**config.mk**
```make
export PLATFORM = sky130hd
export DESIGN_NAME = load_store_unit
export DESIGN_NICKNAME = d
export VERILOG_FILES = /design/src/rtl/load_store_unit.sv
export SDC_FILE = /design/constraint.sdc
export NUM_CORES = 1
export LEC_CHECK = 0
export ABC_AREA = 1
export BUFFER_PORTS_ARGS = -buffer_cell sky130_fd_sc_hd__buf_4
export CAP_MARGIN = 5
export CORE_MARGIN = 8
export CORE_UTILIZATION = 58
export DETAILED_ROUTE_END_ITERATION = 10
export HOLD_SLACK_MARGIN = 0.06
export PLACE_DENSITY = 0.95
export SETUP_SLACK_MARGIN = 0.15
export SYNTH_ARGS = -nofsm -noshare
export SYNTH_HDL_FRONTEND = slang
export SYNTH_SLANG_ARGS = --single-unit
```
**constraint.sdc**
```tcl
create_clock -name CLK -period 15.1 [get_ports CLK]
set_clock_uncertainty 0.15 [all_clocks]
set_input_delay 4.53 -clock CLK [delete_from_list [all_inputs] [get_ports CLK]]
set_output_delay 4.53 -clock CLK [all_outputs]
set_load 0.02 [all_outputs]
```
**src/rtl/load_store_unit.sv**
```systemverilog
// Memory-stage load/store controller: word-aligned Memory accesses, sub-word load extraction,
// read-modify-write for byte/half stores, and misaligned-access trapping.
module load_store_unit #(
    parameter bit BIG_ENDIAN    = 1'b1,
    parameter bit MISALIGN_TRAP = 1'b1
) (
    input  logic        CLK,
    input  logic        RST,
    input  logic        MemReadM,
    input  logic        MemWriteM,
    input  logic [1:0]  SizeM,
    input  logic        UnsignedM,
    input  logic [31:0] ALUOutM,
    input  logic [31:0] WriteDataM,
    output logic [31:0] MemAddr,
    output logic [31:0] MemWD,
    output logic        MemWE,
    output logic        MemRE,
    input  logic [31:0] MemRD,
    output logic [31:0] LoadData,
    output logic        LoadValid,
    output logic        StallM,
    output logic        MisalignM
);

    typedef enum logic [1:0] {IDLE, LD_WAIT, RMW_MERGE, RMW_WRITE} state_t;

    localparam logic [1:0] SZ_HALF = 2'b01;
    localparam logic [1:0] SZ_BYTE = 2'b10;

    state_t      state, state_next;
    logic [31:0] cap_addr, cap_data, merged;
    logic [1:0]  cap_size;
    logic        cap_unsigned;

    logic        is_store, is_load, req_word, misaligned, trap;
    logic        accept_load, accept_sub_store, accept_word_store;
    logic [4:0]  cap_shift;
    logic [31:0] rd_shifted, lane_mask, load_ext, merged_next;

    // Bit position of the addressed lane inside the 32-bit word.
    function automatic logic [4:0] lane_shift(input logic [1:0] size, input logic [1:0] lo);
        if (size == SZ_BYTE)
            return BIG_ENDIAN ? {~lo, 3'b000} : {lo, 3'b000};
        else if (size == SZ_HALF)
            return BIG_ENDIAN ? {~lo[1], 4'b0000} : {lo[1], 4'b0000};
        else
            return 5'd0;
    endfunction

    // Store wins when both strobes are raised.
    assign is_store   = MemWriteM;
    assign is_load    = MemReadM & ~MemWriteM;
    assign req_word   = (SizeM != SZ_HALF) && (SizeM != SZ_BYTE);
    assign misaligned = (req_word && (ALUOutM[1:0] != 2'b00)) || ((SizeM == SZ_HALF) && ALUOutM[0]);
    assign trap       = MISALIGN_TRAP && misaligned && (is_store || is_load);

    assign accept_load       = (state == IDLE) && is_load && !trap;
    assign accept_sub_store  = (state == IDLE) && is_store && !req_word && !trap;
    assign accept_word_store = (state == IDLE) && is_store && req_word && !trap;

    assign cap_shift  = lane_shift(cap_size, cap_addr[1:0]);
    assign rd_shifted = MemRD >> cap_shift;
    assign lane_mask  = (cap_size == SZ_BYTE) ? 32'h0000_00FF :
                        (cap_size == SZ_HALF) ? 32'h0000_FFFF : 32'hFFFF_FFFF;

    always_comb begin
        case (cap_size)
            SZ_BYTE: load_ext = cap_unsigned ? {24'd0, rd_shifted[7:0]}
                                             : {{24{rd_shifted[7]}}, rd_shifted[7:0]};
            SZ_HALF: load_ext = cap_unsigned ? {16'd0, rd_shifted[15:0]}
                                             : {{16{rd_shifted[15]}}, rd_shifted[15:0]};
            default: load_ext = MemRD;
        endcase
    end

    assign merged_next = (MemRD & ~(lane_mask << cap_shift)) | ((cap_data & lane_mask) << cap_shift);

    // NOTE: sequential state uses non-blocking assignments so every flop samples pre-edge values.
    always_ff @(posedge CLK or posedge RST) begin
        if (RST) state <= IDLE;
        else     state <= state_next;
    end

    always_comb begin
        state_next = state;
        case (state)
            IDLE: begin
                if (accept_load)           state_next = LD_WAIT;
                else if (accept_sub_store) state_next = RMW_MERGE;
            end
            LD_WAIT:   state_next = IDLE;
            RMW_MERGE: state_next = RMW_WRITE;
            RMW_WRITE: state_next = IDLE;
            default:   state_next = IDLE;
        endcase
    end

    // NOTE: every output gets a default first, so no path leaves one unassigned and no latch is inferred.
    always_comb begin
        MemAddr = {cap_addr[31:2], 2'b00};
        MemWD   = merged;
        MemWE   = 1'b0;
        MemRE   = 1'b0;
        StallM  = 1'b0;
        case (state)
            IDLE: begin
                MemAddr = {ALUOutM[31:2], 2'b00};
                MemWD   = WriteDataM;
                MemWE   = accept_word_store;
                MemRE   = accept_load || accept_sub_store;
                StallM  = accept_load || accept_sub_store;
            end
            RMW_MERGE: StallM = 1'b1;
            RMW_WRITE: MemWE  = 1'b1;
            default: ;
        endcase
        // While reset is asserted nothing may reach Memory or hold the pipeline.
        if (RST) begin
            MemWE  = 1'b0;
            MemRE  = 1'b0;
            StallM = 1'b0;
        end
    end

    always_ff @(posedge CLK or posedge RST) begin
        if (RST) begin
            cap_addr     <= '0;
            cap_data     <= '0;
            cap_size     <= '0;
            cap_unsigned <= 1'b0;
            merged       <= '0;
            LoadData     <= '0;
            LoadValid    <= 1'b0;
            MisalignM    <= 1'b0;
        end else begin
            if (accept_load || accept_sub_store) begin
                cap_addr     <= ALUOutM;
                cap_data     <= WriteDataM;
                cap_size     <= SizeM;
                cap_unsigned <= UnsignedM;
            end
            if (state == RMW_MERGE) merged <= merged_next;
            if (state == LD_WAIT)   LoadData <= load_ext;
            LoadValid <= (state == LD_WAIT);
            MisalignM <= (state == IDLE) && trap;
        end
    end

endmodule
```
==> flow_metrics.py <==
metrics = {
    "status": {
        "status": "finished, final reports clean",
    },
    "floorplan": {
        "ios": 204,
        "fp-row-count": 42,
        "core_area_um2": 13000,
        "die-area_um2": 17100,
        "die_h_um": 131,
        "start_util": 0.586,
        "die_width_um": 131,
    },
    "cts": {
        "tritoncts": "done",
        "htreeDepth": 4,
        "cts_made_buffers": 17,
        "cts.root.buffer_cell": "clkbuf_16",
        "cts_setup_buffers": 0,
        "ctsLongestPathBuffers": 2,
        "cts_resized": 0,
        "cts.hold.buffers_added": 0,
        "clk_latency_ps": 420,
        "cts_sinks": 135,
        "path_clk_slew_ps": 50,
    },
    "timing": {
        "fmax_mhz": 93.7,
        "fin_crit_sh": 0.707,
        "setup_slack_ps": 4430,
        "tns_ps": 0,
        "slew_headroom": 0.253,
        "rsz0062_at_grt": "no",
        "setup_viol": 0,
        "drv_slew": 0,
        "report.final.hold_viol_count": 0,
        "fin_crit_ps": 10670,
        "worst_pin_slew_ps": 1120,
    },
    "synthesis": {
        "ys_seq_elements": 135,
        "netlist_instances": 1063,
        "synth_edf_count": 0,
        "ys.flop_type": "dfrtp_1",
        "yosysSeqAreaShare": 0.443,
        "ys_warn_count": 0,
        "synthArstFlopShare": 1.00,
        "synthDistinctLibCells": 31,
        "syn-cell-area_um2": 7630,
        "avgSynthCellArea_um2": 7.18,
    },
    "placement": {
        "place_ws_ps": 4410,
        "io_buffers": 201,
        "place_congestion": 0.919,
        "place_hpwl_um": 16700,
    },
    "worst_hold_path": {
        "hold_class": "flip-flop to flip-flop",
    },
    "critical_path": {
        "crit_fanout": 22,
        "cp.arrival_ps": 5990,
        "start_kind": "input pin",
        "critPathCaptureType": "output pin",
        "reg2reg_slack_ps": 11710,
        "critical_path_class": "input pin to output pin",
        "worstPathRequired_ps": 10420,
    },
    "global_route": {
        "globalRouteMet2Util": 0.433,
        "grt-ovfl-total": 0,
        "met3_usage": 0.0982,
        "grt_pass1_vias": 7680,
        "grt_busiest_layer": "met2",
        "grt_max_degree": 120,
        "antenna_found_initial": 0,
        "grt_first_pass_wirelength_um": 37800,
        "grtUsageTotal": 0.281,
        "met1_usage": 0.356,
    },
    "routing": {
        "drtIter0Drc": 834,
        "vias": 7823,
        "firstDrtPassIters": 6,
        "route.detailed.drc": 0,
        "drtAntennaViolNets": 0,
        "wl_per_cell_um": 16.6,
        "routed_via_density": 5.55,
        "drt_wl_total_um": 23400,
    },
    "layout": {
        "multiInputGateArea_um2": 3450,
        "fillCellCount": 1024,
        "nets": 1334,
        "layout-drive-gt1-share": 0.216,
        "layout_common_cells": "nand2_1 (346), buf_4 (209), dfrtp_1 (135)",
        "area_growth_pct": 26.3,
        "layout_commonest_cell": "nand2_1",
        "seqCellArea_um2": 3380,
        "antenna-diode-count": 0,
    },
    "power": {
        "ir_drop_mv": 0.145,
        "p_per_area_nw_per_um2": 249,
        "sw_frac_of_total": 0.476,
        "power_frac_seq": 0.269,
        "power.switching_uw": 1150,
        "power.internal_uw": 1260,
        "cellLeakagePower_uw": 0.00512,
        "combPwrFrac": 0.565,
        "clkPwrFrac": 0.166,
        "design_power_total_uw": 2410,
    },
    "run": {
        "cap_violations": 0,
    },
}
power by group through the flow:
stage | clock network (uW) | registers, uW | logic [uW]
6_report | 398 | 648 | 1360
5_1_grt | 417 | 667 | 1500
4_1_cts | 400 | 645 | 1350
3_5_place_dp | 0 | 646 | 1340
3_3_place_gp | 0 | 640 | 1310
2_1_floorplan | 0 | 671 | 883
cells in the mapped netlist (2+ instances only):
library cell	instances	area share
nand2_4	2	0.0030
buf_6	6	0.0089
o21ai_0	100	0.066
o21ai_1	62	0.041
buf_2	15	0.0098
o211ai_1	3	0.0030
nor2_1	38	0.019
dfrtp_1	135	0.44
ha_1	7	0.011
a21oi_4	10	0.021
nor2_2	2	0.0016
nand3_1	71	0.047
nor2_4	2	0.0030
nand2_1	346	0.17
a21oi_1	69	0.045
buf_4	7	0.0069
buf_1	3	0.0015
a31oi_1	9	0.0074
inv_1	116	0.057
clkbuf_1	36	0.018
nand4_1	3	0.0025
nand2_2	6	0.0049
inv_2	7	0.0034
flip-flops by register name, summed over array words and instances, names as in the netlist:
| name | flops |
|---|---|
| state | 2 |
| MisalignM | 1 |
| LoadData | 32 |
| cap_unsigned | 1 |
| LoadValid | 1 |
| cap_data | 32 |
| merged | 32 |
| cap_addr | 32 |
| cap_size | 2 |
cells by family (layout without fill, tap and decap cells):
kind of cell / after synthesis / after routing / share of synthesized area
fa+ha+maj: 7 / 7 / 0.0115
buf+inv: 193 / 363 / 0.107
compound gates: 255 / 255 / 0.186
other cells: 1 / 2 / 0.000491
simple gates: 472 / 472 / 0.252
flops: 135 / 135 / 0.443
per-stage QoR:
| step | std cells | utilization | hold WS [ps] | instance area [um^2] |
|---|---|---|---|---|
| floorplan | 1064 | - | 292 | 7640 |
| global route | 1410 | 0.740 | 355 | 9640 |
| finish | 1410 | 0.740 | 325 | 9640 |
| CTS | 1410 | 0.740 | 328 | 9640 |
| detailed placement | 1381 | 0.697 | 313 | 9090 |
| global placement | 1381 | 0.697 | 307 | 9090 |
routing by layer:
metal | up-vias | share of wire | wire length [um]
met4 | 0 | 0.032 | 749
li1 | 3704 | - | -
met3 | 68 | 0.11 | 2650
met2 | 421 | 0.45 | 10600
met5 | - | 0 | 0
met1 | 3630 | 0.40 | 9340
layout make-up:
type	count	share of cell area
sequential	135	0.350
timing repair buffer	209	0.163
multi-input combinational	736	0.357
clock buffer	25	0.0503
inverter	125	0.0492
clock inverter	4	0.00727
tap	176	0.0228
path summary, 6_finish.rpt:
path	startpoint	cells past startpoint	endpoint
worst min register to register	cap_data[15]$_DFFE_PP0P_	2	cap_data[15]$_DFFE_PP0P_
max in group asynchronous	RST	3	LoadData[18]$_DFFE_PP0P_
worst min-delay path	cap_data[15]$_DFFE_PP0P_	2	cap_data[15]$_DFFE_PP0P_
worst max-delay path	SizeM[0]	9	MemWE
worst max register to register	cap_size[0]$_DFFE_PP0P_	7	merged[7]$_DFFE_PP0P_
min in group asynchronous	RST	2	cap_addr[16]$_DFFE_PP0P_
critical path, stage by stage:
cell and delay [ps]:
buf_4 120, ha_1 360, inv_1 110, nand2_1 50, o211ai_1 70, buf_4 270
a31oi_1 110, nor3_1 190, buf_4 180
Note: power is estimated with default switching activity, not from simulation.
